--- src/rtl/conv_mac_pipe.sv ---
// Pipelined convolution MAC: per-tap products, registered binary adder tree,
// multi-channel accumulation and saturated output, all under one global stall.
module conv_mac_pipe #(
  parameter int unsigned DATA_W = 6,
  parameter int unsigned K_TAPS = 25,
  parameter int unsigned CH     = 1,
  parameter int unsigned SIGNED = 0,
  parameter int unsigned OUT_W  = 18
) (
  input  logic                       clk,
  input  logic                       rst,
  input  logic                       in_valid,
  output logic                       in_ready,
  input  logic [K_TAPS*DATA_W-1:0]   in_data,
  input  logic [K_TAPS*DATA_W-1:0]   kernel,
  output logic                       out_valid,
  input  logic                       out_ready,
  output logic [OUT_W-1:0]           out_data,
  output logic                       out_sat
);

  localparam int unsigned PROD_W = 2 * DATA_W;
  localparam int unsigned D      = $clog2(K_TAPS);
  localparam int unsigned TREE_W = PROD_W + D;
  localparam int unsigned ACC_W  = TREE_W + $clog2(CH) + 1;
  // One spare bit so unsigned values stay non-negative in a signed container.
  localparam int unsigned EXT_W  = ACC_W + 1;
  localparam int unsigned CMP_W  = ((EXT_W > OUT_W + 1) ? EXT_W : OUT_W + 1) + 1;
  localparam int unsigned CNT_W  = (CH > 1) ? $clog2(CH) : 1;

  localparam logic signed [CMP_W-1:0] UMAX = {{(CMP_W - OUT_W){1'b0}}, {OUT_W{1'b1}}};
  localparam logic signed [CMP_W-1:0] SMAX = {{(CMP_W - OUT_W + 1){1'b0}}, {(OUT_W - 1){1'b1}}};
  localparam logic signed [CMP_W-1:0] SMIN = {{(CMP_W - OUT_W + 1){1'b1}}, {(OUT_W - 1){1'b0}}};

  typedef logic signed [EXT_W-1:0] val_t;

  function automatic val_t ext(input logic [DATA_W-1:0] x);
    if (SIGNED != 0) begin
      return val_t'($signed(x));
    end
    return val_t'(x);
  endfunction

  // Number of live elements at a given tree level (level 0 = products).
  function automatic int unsigned lvl_cnt(input int unsigned l);
    int unsigned n;
    n = K_TAPS;
    for (int unsigned i = 0; i < l; i++) begin
      n = (n + 1) / 2;
    end
    return n;
  endfunction

  logic                 adv;
  val_t                 lvl_q [D+1][K_TAPS];
  logic [D:0]           vld_q;
  val_t                 acc_q;
  val_t                 acc_nxt;
  logic                 done_q;
  logic                 last_beat;
  logic [CNT_W-1:0]     ch_cnt_q;
  logic                 out_valid_q;
  logic [OUT_W-1:0]     out_data_q;
  logic                 out_sat_q;
  logic signed [CMP_W-1:0] acc_ext;
  logic signed [CMP_W-1:0] sat_val;
  logic                 sat_flag;

  assign adv       = !out_valid_q || out_ready;
  assign in_ready  = adv;
  assign out_valid = out_valid_q;
  assign out_data  = out_data_q;
  assign out_sat   = out_sat_q;

  always_comb begin
    last_beat = (ch_cnt_q == CNT_W'(CH - 1));
    acc_nxt   = (ch_cnt_q == '0) ? lvl_q[D][0] : acc_q + lvl_q[D][0];
  end

  always_comb begin
    acc_ext  = CMP_W'(acc_q);
    sat_val  = acc_ext;
    sat_flag = 1'b0;
    if (SIGNED != 0) begin
      if (acc_ext > SMAX) begin
        sat_val  = SMAX;
        sat_flag = 1'b1;
      end else if (acc_ext < SMIN) begin
        sat_val  = SMIN;
        sat_flag = 1'b1;
      end
    end else if (acc_ext > UMAX) begin
      sat_val  = UMAX;
      sat_flag = 1'b1;
    end
  end

  always_ff @(posedge clk) begin
    if (rst) begin
      vld_q       <= '0;
      acc_q       <= '0;
      done_q      <= 1'b0;
      ch_cnt_q    <= '0;
      out_valid_q <= 1'b0;
      out_data_q  <= '0;
      out_sat_q   <= 1'b0;
      for (int unsigned l = 0; l <= D; l++) begin
        for (int unsigned j = 0; j < K_TAPS; j++) begin
          lvl_q[l][j] <= '0;
        end
      end
    end else if (adv) begin
      vld_q <= {vld_q[D-1:0], in_valid};
      for (int unsigned i = 0; i < K_TAPS; i++) begin
        lvl_q[0][i] <= ext(in_data[i*DATA_W +: DATA_W]) * ext(kernel[i*DATA_W +: DATA_W]);
      end
      // Pairwise reduction; an odd tail element is carried forward unchanged.
      for (int unsigned l = 1; l <= D; l++) begin
        for (int unsigned j = 0; j < K_TAPS; j++) begin
          if (2 * j + 1 < lvl_cnt(l - 1)) begin
            lvl_q[l][j] <= lvl_q[l-1][2*j] + lvl_q[l-1][2*j+1];
          end else if (2 * j < lvl_cnt(l - 1)) begin
            lvl_q[l][j] <= lvl_q[l-1][2*j];
          end else begin
            lvl_q[l][j] <= '0;
          end
        end
      end

      done_q <= 1'b0;
      if (vld_q[D]) begin
        acc_q    <= acc_nxt;
        done_q   <= last_beat;
        ch_cnt_q <= last_beat ? '0 : ch_cnt_q + CNT_W'(1);
      end

      out_valid_q <= done_q;
      if (done_q) begin
        out_data_q <= sat_val[OUT_W-1:0];
        out_sat_q  <= sat_flag;
      end
    end
  end

endmodule
--- config.mk ---
export PLATFORM = sky130hd
export DESIGN_NAME = conv_mac_pipe
export DESIGN_NICKNAME = d
export VERILOG_FILES = /design/src/rtl/conv_mac_pipe.sv
export SDC_FILE = /design/constraint.sdc
export NUM_CORES = 2
export LEC_CHECK = 0
export ABC_AREA = 1
export BUFFER_PORTS_ARGS = -buffer_cell sky130_fd_sc_hd__buf_4
export CAP_MARGIN = 40
export CORE_MARGIN = 8
export CORE_UTILIZATION = 45
export CTS_BUF_LIST = sky130_fd_sc_hd__clkbuf_8
export CTS_CLUSTER_SIZE = 25
export DETAILED_ROUTE_END_ITERATION = 8
export GPL_ROUTABILITY_DRIVEN = 0
export PLACE_DENSITY_LB_ADDON = 0.05
export SYNTH_ARGS = -nofsm -noshare
export SYNTH_HDL_FRONTEND = slang
export SYNTH_SLANG_ARGS = --single-unit
--- constraint.sdc ---
create_clock -name clk -period 25.1 [get_ports clk]
set_clock_uncertainty 0.1 [all_clocks]
set_input_delay 2.51 -clock clk [delete_from_list [all_inputs] [get_ports clk]]
set_output_delay 2.51 -clock clk [all_outputs]
set_load 0.01 [all_outputs]
After elaboration in Yosys (flattened, before gate mapping)
Memories as Yosys holds them, arrays and structs flattened.
Index checks and enable logic that the tools add are counted.
Word-level totals
  register bits after elaboration: 47
  RAM bits: 2346
  input bits: 304
  output and inout port bits: 21
  word-level logic and storage cells: 375
  memories kept: 1
Memories
  lvl_q: words 6, bits a word 391, read ports 6, clocked after memory_dff 0, write ports 6, line 55  | val_t lvl_q [D+1][K_TAPS];
Operators by class
  add/sub/neg operators: 26
  $mul: 25
  order comparisons: 1
  muxes and demuxes: 160
  bitwise operators: 151
  reduce and logical (&&, ||, !) cells: 4
Operators with widths (count)
  two-way mux 19 bit: 79
  two-way mux 12 bit: 72
  adder 19 bit: 25
  multiplier 6 x 6 -> 12 bit: 25
  bitwise OR 1 bit: 150
  > comparator 19 bit (second input constant): 1
  two-way mux 18 bit: 1
  two-way mux 1 bit: 8
  AND reduction 2 bit: 2
  adder 1 bit (second input constant): 1
  zero test 1 bit: 1
  logical OR 1 bit: 1
  inverter 1 bit: 1

Logic depth before layout (Yosys ltp)
  depth after elaboration: 6
  depth in mapped cells: 15

Least setup slack after synthesis
No wires, ideal clock.
  path type: input to register
  from: in out_ready
  to: reg out_valid_q, in the netlist out_valid
  setup time: 0.805 ns
  arrival: 17.905 ns
  data required time: 24.195 ns
  setup slack: 6.289 ns
  stages on the path: 3
  buffers on the path: 0
  cells stage by stage: nor2_4 -> nand2_1 -> o21ai_0
Between the ends
  longest elaborated chain between the ends: 1
RTL lines
  start, declared: line 17  | input logic out_ready,
  logical OR 1 bit: line 69  | assign adv = !out_valid_q || out_ready;
  end signal, assigned: line 137  | out_valid_q <= done_q;
  end, declared: line 62  | logic out_valid_q;
No other way between the ends.
A chain may end at the register's enable or synchronous reset.

==> results.py <==
metrics = {
    "synth": {
        "ys_warn_count": 0,
        "yosysSeqAreaShare_pct": 30.3,
        "synth_cells": 9136,
        "synth.avg_cell_area_um2": 7.58,
        "synth_seq_cells": 712,
        "ys_types": 35,
        "synth_area_um2": 69200,
    },
    "setup_path": {
        "worstSetupPathType": "in -> reg",
        "regToRegEndpoint": "lvl_q[2][264]$_SDFFCE_PN0P_",
        "critPathMaxFanout": 66,
        "endpoint_kind": "register",
        "r2r_setup_slack_ns": 20.45,
        "slowest_delay_ns": 0.79,
        "cp-startpoint": "rst",
        "reg2regPathDepth": 7,
        "path_buf_inv": 6,
        "crit_end": "lvl_q[2][264]$_SDFFCE_PN0P_",
        "critPathArrivalTime_ns": 6.88,
        "slowest_stage": "buf_4",
        "path_cells": "buf_4, inv_1, nand2_4, buf_4, buf_4, buf_4, buf_4",
        "cp.depth": 7,
        "r2r_start": "out_valid$_SDFFE_PP0N_",
        "cpMostUsedCell": "buf_4",
        "setup.worst_path.start_class": "input pin",
        "crit_family": "buffers and inverters",
        "cp.required_ns": 25.43,
    },
    "sta": {
        "hold_slack_ns": 0.369,
        "slew_headroom_pct": 36.5,
        "period_minus_slack_ns": 6.55,
        "finalCritPeriodShare_pct": 26.1,
        "fin_tns_setup_ns": 0,
        "fmax_ghz": 0.153,
        "maxSlewViolCount": 0,
        "rsz0062_at_grt": "false",
        "worst_pin_slew_ns": 0.952,
        "finalWorstSetupSlack_ns": 18.55,
        "hold_viol_final": 0,
        "setup_violations": 0,
    },
    "cts": {
        "cts.path.max_buffers": 3,
        "ctsResizeCount": 0,
        "cts.htree.levels": 4,
        "clock-root-buffer": "clkbuf_8",
        "clk_pin_slew_worst_paths_ns": 0.06,
        "insertion_delay_ns": 0.83,
        "tritoncts": "done",
        "cts.sinks": 712,
        "cts_setup_buffers": 0,
        "ctsHoldBuffers": 0,
        "cts_buffers": 135,
    },
    "floorplanning": {
        "design.die.area_um2": 167000,
        "die_w_um": 408,
        "core_area_um2": 153000,
        "die_h_um": 408,
        "initial_core_util_pct": 45.1,
        "io_pins": 325,
        "rows": 144,
    },
    "routing": {
        "wl_per_cell_um": 13.1,
        "dr_total_vias": 55412,
        "drt-pass1-iter-count": 5,
        "wl_mm": 153,
        "viasPerCell": 4.74,
        "route.detailed.drc": 0,
        "first_iter_violations": 3014,
        "ant_nets": 0,
    },
    "run": {
        "cap_violations": 0,
    },
    "cells_and_area": {
        "post-route-cell-area_um2": 76700,
        "instances_no_fill": 11687,
        "n_fill_cell": 15217,
        "fin_util_pct": 50.0,
        "fin_nets": 11093,
        "area_delta_synth_final_pct": 10.9,
        "multi_input_area_um2": 39500,
        "register_area_um2": 21000,
        "drive_gt1_share_pct": 5.70,
    },
    "grt": {
        "grt_max_degree": 211,
        "first_global_vias": 55315,
        "antenna_found_initial": 14,
        "grt-ovfl-total": 0,
        "grt_pass1_wl_mm": 263,
        "grt_usage_pct": 18.4,
    },
    "place": {
        "numPortBuffers": 322,
        "dp_hpwl_mm": 122,
        "place_inst": 11440,
        "place_area_um2": 74000,
        "pre_cts_ws_ns": 17.68,
    },
    "pwr": {
        "leakagePower_nw": 44.6,
        "power_mw": 5.12,
        "powerDensity_nw_per_um2": 66.8,
        "vdd_drop_max_uv": 43.5,
    },
    "min_path": {
        "min_path_type": "reg -> reg",
    },
    "status": {
        "outcome": "complete, no violations",
    },
}
[tightest hold or removal path: stages (launching register included)]
cell	delay, ns
dfxtp_1	0.29
inv_1	0.05
o22ai_1	0.07
[cell usage after synthesis]
library cell / n / area (um2)
nand2_1: 2491 / 9350
nand4_1: 7 / 43.8
nor2_2: 1 / 6.26
clkbuf_1: 8 / 30.0
nand3b_1: 7 / 52.6
fa_1: 449 / 8990
nor2_1: 909 / 3410
and2_0: 1 / 6.26
ha_1: 807 / 10100
a21oi_1: 575 / 2880
buf_6: 1 / 11.3
dfxtp_1: 42 / 841
nor2_4: 3 / 33.8
nor3_1: 20 / 100
o211ai_1: 1 / 7.51
inv_2: 2 / 7.51
buf_4: 12 / 90.1
a211oi_1: 1 / 7.51
clkinv_1: 1 / 3.75
o21ai_1: 1 / 5.00
or2_2: 16 / 100
buf_2: 62 / 310
xor2_1: 8 / 70.1
o22ai_1: 6 / 37.5
and2_1: 6 / 37.5
inv_1: 2207 / 8280
a31oi_1: 3 / 18.8
o21a_1: 1 / 7.51
edfxtp_1: 670 / 20100
a21o_1: 23 / 173
o21bai_1: 32 / 240
nand3_1: 431 / 2160
conb_1: 1 / 3.75
nor3b_1: 8 / 60.1
o21ai_0: 323 / 1620
[power breakdown]
| part | internal [mW] | leakage (nW) | switching [mW] |
|---|---|---|---|
| Combinational | 0.812 | 34.8 | 1.42 |
| Sequential | 1.63 | 8.28 | 0.122 |
| Clock | 0.631 | 1.49 | 0.505 |
| Total | 3.08 | 44.6 | 2.05 |
[cell usage in the layout, fill, tap and decap left out, types with 2 or more instances in the layout]
cell,count
a31oi_1,3
nand3_1,431
dfxtp_1,42
fa_1,449
conb_1,2
and2_1,6
inv_1,2242
a21o_1,23
diode_2,8
nor3b_1,8
buf_4,334
bufinv_16,10
clkinv_2,20
edfxtp_1,670
xor2_1,8
o21bai_1,32
nand4_1,7
o22ai_1,6
buf_16,5
nor3_1,20
a21oi_1,575
inv_6,5
clkinvlp_4,5
o21ai_0,323
or2_2,16
nor2_4,3
clkinv_1,21
nand3b_1,7
nand2_1,2490
ha_1,807
buf_12,3
nor2_1,909
clkbuf_8,143
[how the worst min path moves through the flow]
stage / cells after the start / to / slack [ns] / from
2_1_floorplan: 2 / vld_q[1]$_SDFFE_PP0N_ / 0.34 / vld_q[0]$_SDFFE_PP0N_
6_report: 2 / vld_q[1]$_SDFFE_PP0N_ / 0.37 / vld_q[0]$_SDFFE_PP0N_
3_5_place_dp: 2 / acc_q[3]$_SDFFE_PP0P_ / 0.36 / lvl_q[5][375]$_SDFFCE_PN0P_
5_1_grt: 2 / acc_q[9]$_SDFFE_PP0P_ / 0.39 / lvl_q[5][381]$_SDFFCE_PN0P_
4_1_cts: 2 / vld_q[2]$_SDFFE_PP0N_ / 0.37 / vld_q[1]$_SDFFE_PP0N_
3_3_place_gp: 2 / vld_q[1]$_SDFFE_PP0N_ / 0.35 / vld_q[0]$_SDFFE_PP0N_
[flip-flops by register name, indices dropped and copies added, names as in the netlist]
register / count
lvl_q: 670
acc_q: 17
out_data: 17
vld_q: 6
done_q: 1
out_valid: 1
[routing by layer]
| metal | global-route usage [%] | vias to the layer above | part of all wire (%) |
|---|---|---|---|
| li1 | - | 29115 | - |
| met1 | 24.8 | 25273 | 48 |
| met2 | 31.2 | 804 | 46 |
| met3 | 3.05 | 206 | 4.0 |
| met4 | 4.03 | 14 | 1.6 |
| met5 | 0 | - | 0.058 |
[final cells by class]
class / instances / share of cell area (%)
Timing Repair Buffer: 342 / 3.53
Tap cell: 2044 / 3.33
Multi-Input combinational cell: 6132 / 51.5
Clock inverter: 96 / 0.905
Inverter: 2210 / 10.8
Antenna cell: 8 / 0.0261
Clock buffer: 143 / 2.57
Sequential cell: 712 / 27.3
[cells by family (layout without fill, tap and decap cells)]
logic type / Yosys count / after routing / share of synthesized area, %
flip-flops: 712 / 712 / 30.3
XOR/XNOR: 8 / 8 / 0.101
AND/OR/NAND/NOR: 3900 / 3900 / 22.2
other: 1 / 10 / 0.00542
AO/OA/AOI/OAI: 966 / 966 / 7.21
buffers and inverters: 2293 / 2791 / 12.6
adder cells (fa/ha/maj): 1256 / 1256 / 27.6
No activity file was read; power rests on OpenSTA's default activity.
